===== src/rtl/cpu_pkg.sv =====
// Shared definitions for the CPU pipeline: datapath width, fetch reset defaults and IF stage states.
package cpu_pkg;

  localparam int          XLEN     = 32;
  localparam logic [31:0] RESET_PC = 32'h0000_3000;
  localparam logic [31:0] NOP_INST = 32'h0000_0013;

  typedef enum logic {
    RUN  = 1'b0,
    HOLD = 1'b1
  } if_state_t;

endpackage


===== src/rtl/if_hold_buf.sv =====
// Captures the imem word on the first stalled cycle and selects what decode sees (NOP, held word or live imem data).
module if_hold_buf import cpu_pkg::*; #(
  parameter int              XLEN     = cpu_pkg::XLEN,
  parameter logic [XLEN-1:0] NOP_INST = cpu_pkg::NOP_INST
) (
  input  logic            clk,
  input  logic            rst,
  input  logic            stall,
  input  logic            redirect,
  input  logic            req_valid,
  input  logic [XLEN-1:0] rdata,
  output logic [XLEN-1:0] inst
);

  if_state_t       state;
  logic [XLEN-1:0] hold_inst_q;

  always_ff @(posedge clk or posedge rst) begin
    if (rst) begin
      state       <= RUN;
      hold_inst_q <= '0;
    end else if (redirect) begin
      state <= RUN;
    end else if (stall) begin
      // imem moves on to pc_q after this edge, so grab the word now.
      if (state == RUN) begin
        hold_inst_q <= rdata;
        state       <= HOLD;
      end
    end else begin
      state <= RUN;
    end
  end

  assign inst = !req_valid       ? NOP_INST :
                (state == HOLD)  ? hold_inst_q : rdata;

endmodule


===== src/rtl/if_fetch_stage.sv =====
// Instruction fetch: PC register, imem request and IF/ID outputs with stall hold and EX redirect.
// Optional IF_PERF_CNT_EN adds saturating fetch/stall/redirect event counters.
module if_fetch_stage import cpu_pkg::*; #(
  parameter int              XLEN     = cpu_pkg::XLEN,
  parameter logic [XLEN-1:0] RESET_PC = cpu_pkg::RESET_PC,
  parameter logic [XLEN-1:0] NOP_INST = cpu_pkg::NOP_INST
) (
  input  logic            clk,
  input  logic            rst,
  input  logic            stall_i,
  input  logic            redirect_i,
  input  logic [XLEN-1:0] redirect_pc_i,
  output logic            imem_en_o,
  output logic [XLEN-1:0] imem_addr_o,
  input  logic [XLEN-1:0] imem_rdata_i,
  output logic [XLEN-1:0] id_pc_o,
  output logic [XLEN-1:0] id_pc4_o,
  output logic [XLEN-1:0] id_inst_o,
`ifdef IF_PERF_CNT_EN
  output logic [31:0]     perf_fetch_o,
  output logic [31:0]     perf_stall_o,
  output logic [31:0]     perf_redirect_o,
`endif
  output logic            id_valid_o
);

  logic [XLEN-1:0] pc_q;
  logic [XLEN-1:0] req_pc_q;
  logic            req_valid_q;

  always_ff @(posedge clk or posedge rst) begin
    if (rst) begin
      pc_q        <= RESET_PC;
      req_pc_q    <= '0;
      req_valid_q <= 1'b0;
    end else if (redirect_i) begin
      // Word-align the target and drop the fetch already in flight.
      pc_q        <= redirect_pc_i & ~XLEN'(3);
      req_valid_q <= 1'b0;
    end else if (!stall_i) begin
      req_pc_q    <= pc_q;
      req_valid_q <= 1'b1;
      pc_q        <= pc_q + XLEN'(4);
    end
  end

  if_hold_buf #(
    .XLEN     (XLEN),
    .NOP_INST (NOP_INST)
  ) u_hold_buf (
    .clk       (clk),
    .rst       (rst),
    .stall     (stall_i),
    .redirect  (redirect_i),
    .req_valid (req_valid_q),
    .rdata     (imem_rdata_i),
    .inst      (id_inst_o)
  );

  assign imem_en_o   = ~rst;
  assign imem_addr_o = pc_q;
  assign id_pc_o     = req_pc_q;
  assign id_pc4_o    = req_pc_q + XLEN'(4);
  assign id_valid_o  = req_valid_q;

`ifdef IF_PERF_CNT_EN
  always_ff @(posedge clk or posedge rst) begin
    if (rst) begin
      perf_fetch_o    <= '0;
      perf_stall_o    <= '0;
      perf_redirect_o <= '0;
    end else begin
      if (redirect_i && perf_redirect_o != '1)
        perf_redirect_o <= perf_redirect_o + 32'd1;
      if (!redirect_i && stall_i && perf_stall_o != '1)
        perf_stall_o <= perf_stall_o + 32'd1;
      if (!redirect_i && !stall_i && perf_fetch_o != '1)
        perf_fetch_o <= perf_fetch_o + 32'd1;
    end
  end
`endif

endmodule


===== config.mk =====
export PLATFORM = sky130hd
export DESIGN_NAME = if_fetch_stage
export DESIGN_NICKNAME = d
export VERILOG_FILES = /design/src/rtl/cpu_pkg.sv /design/src/rtl/if_hold_buf.sv /design/src/rtl/if_fetch_stage.sv
export SDC_FILE = /design/constraint.sdc
export NUM_CORES = 1
export LEC_CHECK = 0
export BUFFER_PORTS_ARGS = -buffer_cell sky130_fd_sc_hd__buf_4
export CORE_MARGIN = 8
export CORE_UTILIZATION = 50
export CTS_CLUSTER_DIAMETER = 40
export DETAILED_ROUTE_END_ITERATION = 8
export PLACE_DENSITY = 0.81
export SLEW_MARGIN = 10
export SYNTH_ARGS = -nofsm -noshare
export SYNTH_HDL_FRONTEND = slang
export SYNTH_SLANG_ARGS = --single-unit

===== constraint.sdc =====
create_clock -name clk -period 3.9 [get_ports clk]
set_clock_uncertainty 0.15 [all_clocks]
set_input_delay 0.78 -clock clk [delete_from_list [all_inputs] [get_ports clk]]
set_output_delay 0.78 -clock clk [all_outputs]
set_load 0.02 [all_outputs]

Word-level counts from Yosys, hierarchy flattened
Cells that the tools add are included.
W data, S select, Z words.
{"block": "word_totals", "ff_bits": 98, "input_bits": 68, "out_inout_bits": 130, "elab_cells": 21}
{"block": "classes", "n_addsub": 2, "n_eq_ne": 1, "mux": 8, "bitwise_logic": 3, "n_reduce_logical": 2}
{"cell": "$mux W32", "count": 4}
{"cell": "$add A32 B3 Y32 const B", "count": 2}
{"cell": "$mux W1", "count": 4}
{"cell": "$reduce_and A2 Y1", "count": 2}
{"cell": "$not A1 Y1", "count": 3}
{"cell": "$ne A2 B1 Y1 const B", "count": 1}

Logic depth before layout (Yosys ltp)
{"block": "logic_depth", "depth_word": 3, "ltp_mapped": 7, "depth_no_buf": 5}

Hierarchy
From an unflattened synthesis, not the netlist that was laid out.
{"block": "unflattened", "hier_cells": 510, "hier_area_um2": 5355.1}
{"module": "if_fetch_stage", "instances": 1, "cells_per_inst": 368, "area_per_inst_um2": 3555.9, "seq_area_each_um2": 1529.0}
{"module": "if_hold_buf", "instances": 1, "cells_per_inst": 142, "area_per_inst_um2": 1799.2, "seq_area_each_um2": 825.8}

Worst setup path after synthesis
Ideal clock, no wire load.
{"block": "synth_timing", "path_kind": "input to output", "startpoint": "in rst", "endpoint": "out imem_en_o", "t_arrival_ps": 2828, "required_time_ps": 2970, "slack_ps": 142, "cell_stages": 1, "n_path_buf": 0, "path_cell_list": "inv_1"}
{"block": "synth_between", "elab_chain_cells": 1}
{"item": "from (decl)", "line_no": "if_fetch_stage.sv:9", "text": "input logic rst,"}
{"item": "$not A1 Y1", "line_no": "if_fetch_stage.sv:60", "text": "assign imem_en_o = ~rst;"}
{"item": "to (decl)", "line_no": "if_fetch_stage.sv:13", "text": "output logic imem_en_o,"}
No other way between the ends.

Worst setup path after layout
{"block": "layout_timing", "startpoint": "reg req_pc_q[3] (netlist: id_pc_o[3])", "endpoint": "out id_pc4_o[30]"}
{"block": "layout_between", "elab_chain_cells": 1}
{"item": "from (decl)", "line_no": "if_fetch_stage.sv:28", "text": "logic [XLEN-1:0] req_pc_q;"}
{"item": "from (signal assigned)", "line_no": "if_fetch_stage.sv:41", "text": "req_pc_q <= pc_q;"}
{"item": "$add A32 B3 Y32", "line_no": "if_fetch_stage.sv:63", "text": "assign id_pc4_o = req_pc_q + XLEN'(4);"}
{"item": "to (decl)", "line_no": "if_fetch_stage.sv:17", "text": "output logic [XLEN-1:0] id_pc4_o,"}
No other way between the ends.

==> impl_metrics.env <==
export IMPL_cts_resized=0
export IMPL_worstPathMaxFanout=8
export IMPL_die_area_sq_um=13900
export IMPL_drive_gt1_frac=0.409
export IMPL_tns_ns=0
export IMPL_fmax_mhz=295
export IMPL_worst_pin_slew_ns=0.958
export IMPL_drt_first_pass_iters=4
export IMPL_p_sw_w=0.00101
export IMPL_num_antenna_cells=0
export IMPL_period_minus_slack_ns=3.39
export IMPL_die_h_um=118
export IMPL_num_io_pins=198
export IMPL_startpoint_type="flop"
export IMPL_power_frac_comb=0.331
export IMPL_seqPwrFrac=0.469
export IMPL_path_cells="ha_1, nand2_1, nor4_2, nand3_1, xnor2_1, buf_4"
export IMPL_cts_root_buffer="clkbuf_8"
export IMPL_clk_pin_slew_ns=0.09
export IMPL_routed_wl_um=14800
export IMPL_critPathSlowestCell="nor4_2"
export IMPL_hold_class="in2async"
export IMPL_portBuffers=189
export IMPL_clock_sinks=94
export IMPL_relSlewSlack=0.362
export IMPL_final_common_cell="buf_4"
export IMPL_worstPathArrival_ns=2.46
export IMPL_ff2ff_path_depth=4
export IMPL_cap_violations=0
export IMPL_vdd_ir_drop_max_uv=189
export IMPL_r2r_end="imem_addr_o[25]$_DFFE_PP0N_"
export IMPL_coreArea_sq_um=10200
export IMPL_clk_path_buf_depth=2
export IMPL_p_leak_nw=3.04
export IMPL_vias_per_cell=5.56
export IMPL_hold_slack_ns=0.305
export IMPL_ys_seq_area_frac=0.454
export IMPL_status="complete, no violations"
export IMPL_grt_overflow_total=0
export IMPL_num_vias=4534
export IMPL_final_nets=745
export IMPL_fin_crit_sh=0.869
export IMPL_post_drt_wl_per_cell_um=18.1
export IMPL_cell_internal_pwr_w=0.00182
export IMPL_rows=37
export IMPL_grt_start_max_net_pins=61
export IMPL_fin_area_sq_um=6840
export IMPL_endpoint_kind="output port"
export IMPL_yosysWarnings=0
export IMPL_syn_inst=503
export IMPL_critPathRequiredTime_ns=2.97
export IMPL_critPathMaxStageDelay_ns=0.65
export IMPL_ant_nets=0
export IMPL_num_fill_cells=787
export IMPL_cts_tree="built"
export IMPL_start_util=0.510
export IMPL_rsz0062_at_grt="no"
export IMPL_synth_area_sq_um=5190
export IMPL_htree_levels=3
export IMPL_setup_viol=0
export IMPL_synth_seq_cells=94
export IMPL_numCtsBuffers=9
export IMPL_finalHoldViolations=0
export IMPL_holdBufCountCts=0
export IMPL_postSynthAreaPerCell_sq_um=10.3
export IMPL_antenna_found_initial=0
export IMPL_die_w_um=118
export IMPL_dp_cells=800
export IMPL_synthDistinctLibCells=39
export IMPL_grt_first_pass_wirelength_um=24300
export IMPL_first_global_vias=4566
export IMPL_post_cts_buffers=0
export IMPL_switching_share=0.356
export IMPL_drc=0
export IMPL_area_growth_pct=31.7
export IMPL_r2r_start="imem_addr_o[12]$_DFFE_PP1N_"
export IMPL_placed_area_sq_um=6670
export IMPL_stdcell_count=815
export IMPL_drt_iter0_drc=306
export IMPL_slew_viol_final=0
export IMPL_p_clk_frac=0.199
export IMPL_insertion_delay_ns=0.35
export IMPL_grt_use_total=0.212
export IMPL_layout_common_cells="buf_4, dfrtp_1, mux2_2, nor2_1, nand2_1"
export IMPL_ff2ff_setup_slack_ns=1.35
export IMPL_worstSetupPathType="reg2out"
export IMPL_powerDensity_nw_per_um2=413
export IMPL_fin_util=0.671
export IMPL_dp_hpwl_um=11200
export IMPL_routabilityCongestion=0.898
-- registers in the layout (all words and copies together) (netlist names) --
signal	cells
id_pc_o	30
id_valid_o	1
u_hold_buf.state	1
u_hold_buf.hold_inst_q	32
imem_addr_o	30
-- routing by layer --
layer	up-vias	wire, um	global-route usage
li1	2144	-	-
met1	2187	6130	0.261
met2	179	7510	0.357
met3	24	811	0.0408
met4	0	338	0.0841
met5	-	0	0
-- Yosys cell counts, drive strengths merged --
| master | number | area share |
|---|---|---|
| mux2 | 61 | 0.13 |
| and3b | 1 | 0.0017 |
| o311ai | 1 | 0.0017 |
| nand3 | 28 | 0.027 |
| or3 | 1 | 0.0012 |
| xnor2 | 26 | 0.044 |
| conb | 1 | 0.00072 |
| o211ai | 3 | 0.0043 |
| a31oi | 14 | 0.017 |
| buf | 16 | 0.016 |
| and2 | 2 | 0.0024 |
| and4b | 1 | 0.0019 |
| dfstp | 2 | 0.010 |
| clkbuf | 21 | 0.015 |
| dfrtp | 92 | 0.44 |
| nand3b | 1 | 0.0014 |
| or4 | 14 | 0.020 |
| ha | 2 | 0.0048 |
| o31ai | 11 | 0.016 |
| a21oi | 1 | 0.00096 |
| o21ai | 16 | 0.015 |
| nand4 | 18 | 0.023 |
| or2 | 2 | 0.0024 |
| inv | 7 | 0.0051 |
| nand4b | 1 | 0.0017 |
| mux2i | 33 | 0.064 |
| xor2 | 14 | 0.024 |
| nand2 | 35 | 0.025 |
| and3 | 8 | 0.0096 |
| and4 | 11 | 0.019 |
| nor4 | 5 | 0.0072 |
| a221o | 1 | 0.0019 |
| nor2 | 50 | 0.036 |
| nor2b | 3 | 0.0036 |
-- power groups by stage --
stage	Combinational (W)	Clock, W	Sequential [W]
2_1_floorplan	0.000455	0	0.00138
3_3_place_gp	0.000927	0	0.00133
3_5_place_dp	0.000945	0	0.00134
4_1_cts	0.000949	0.000584	0.00132
5_1_grt	0.00100	0.000618	0.00135
6_report	0.000936	0.000563	0.00133
-- worst max-delay path by stage --
stage	start	to
5_1_grt	id_pc_o[3]$_DFFE_PP0P_	id_pc4_o[28]
4_1_cts	id_pc_o[3]$_DFFE_PP0P_	id_pc4_o[30]
3_5_place_dp	id_pc_o[3]$_DFFE_PP0P_	id_pc4_o[30]
6_report	id_pc_o[3]$_DFFE_PP0P_	id_pc4_o[30]
3_3_place_gp	id_pc_o[3]$_DFFE_PP0P_	id_pc4_o[28]
2_1_floorplan	rst	imem_en_o
-- critical path, delay by kind of cell (launching register included) --
| kind | cells | cell delay, ns |
|---|---|---|
| buffers and inverters | 1 | 0.16 |
| and+or+nand+nor | 3 | 0.96 |
| adders and majority gates | 1 | 0.32 |
| xor gates and xnor gates | 1 | 0.19 |
| DFF | 1 | 0.47 |
-- kinds of logic (layout without fill, tap and decap cells) --
kind of cell               count (synthesis)  count (layout)  share of synthesized area
DFF                                       94              94                      0.454
and+or+nand+nor                          181             181                      0.183
AOI/OAI and AO/OA                         47              47                     0.0571
other                                      1               6                   0.000722
xor gates and xnor gates                  40              40                     0.0675
adders and majority gates                  2               2                    0.00482
buffers and inverters                     44             215                     0.0369
muxes                                     94              94                      0.196
-- stage by stage --
step | total power, W | setup WS, ns
after global routing | 0.00297 | 0.244
after detailed placement | 0.00229 | 0.865
after global placement | 0.00225 | 0.972
final | 0.00282 | 0.513
after floorplan | 0.00184 | 0.142
after CTS | 0.00286 | 0.458
-- area by class of cell --
| class | instances | area (sq um) | area share |
|---|---|---|---|
| inverters | 7 | 28.8 | 0.00421 |
| well taps | 136 | 170 | 0.0249 |
| clock buffers | 11 | 141 | 0.0207 |
| clock inverters | 4 | 23.8 | 0.00348 |
| multi-input cells | 370 | 2670 | 0.390 |
| flip-flops and latches | 94 | 2360 | 0.345 |
| repair buffers | 193 | 1450 | 0.212 |
No activity file was read; power rests on OpenSTA's default activity.
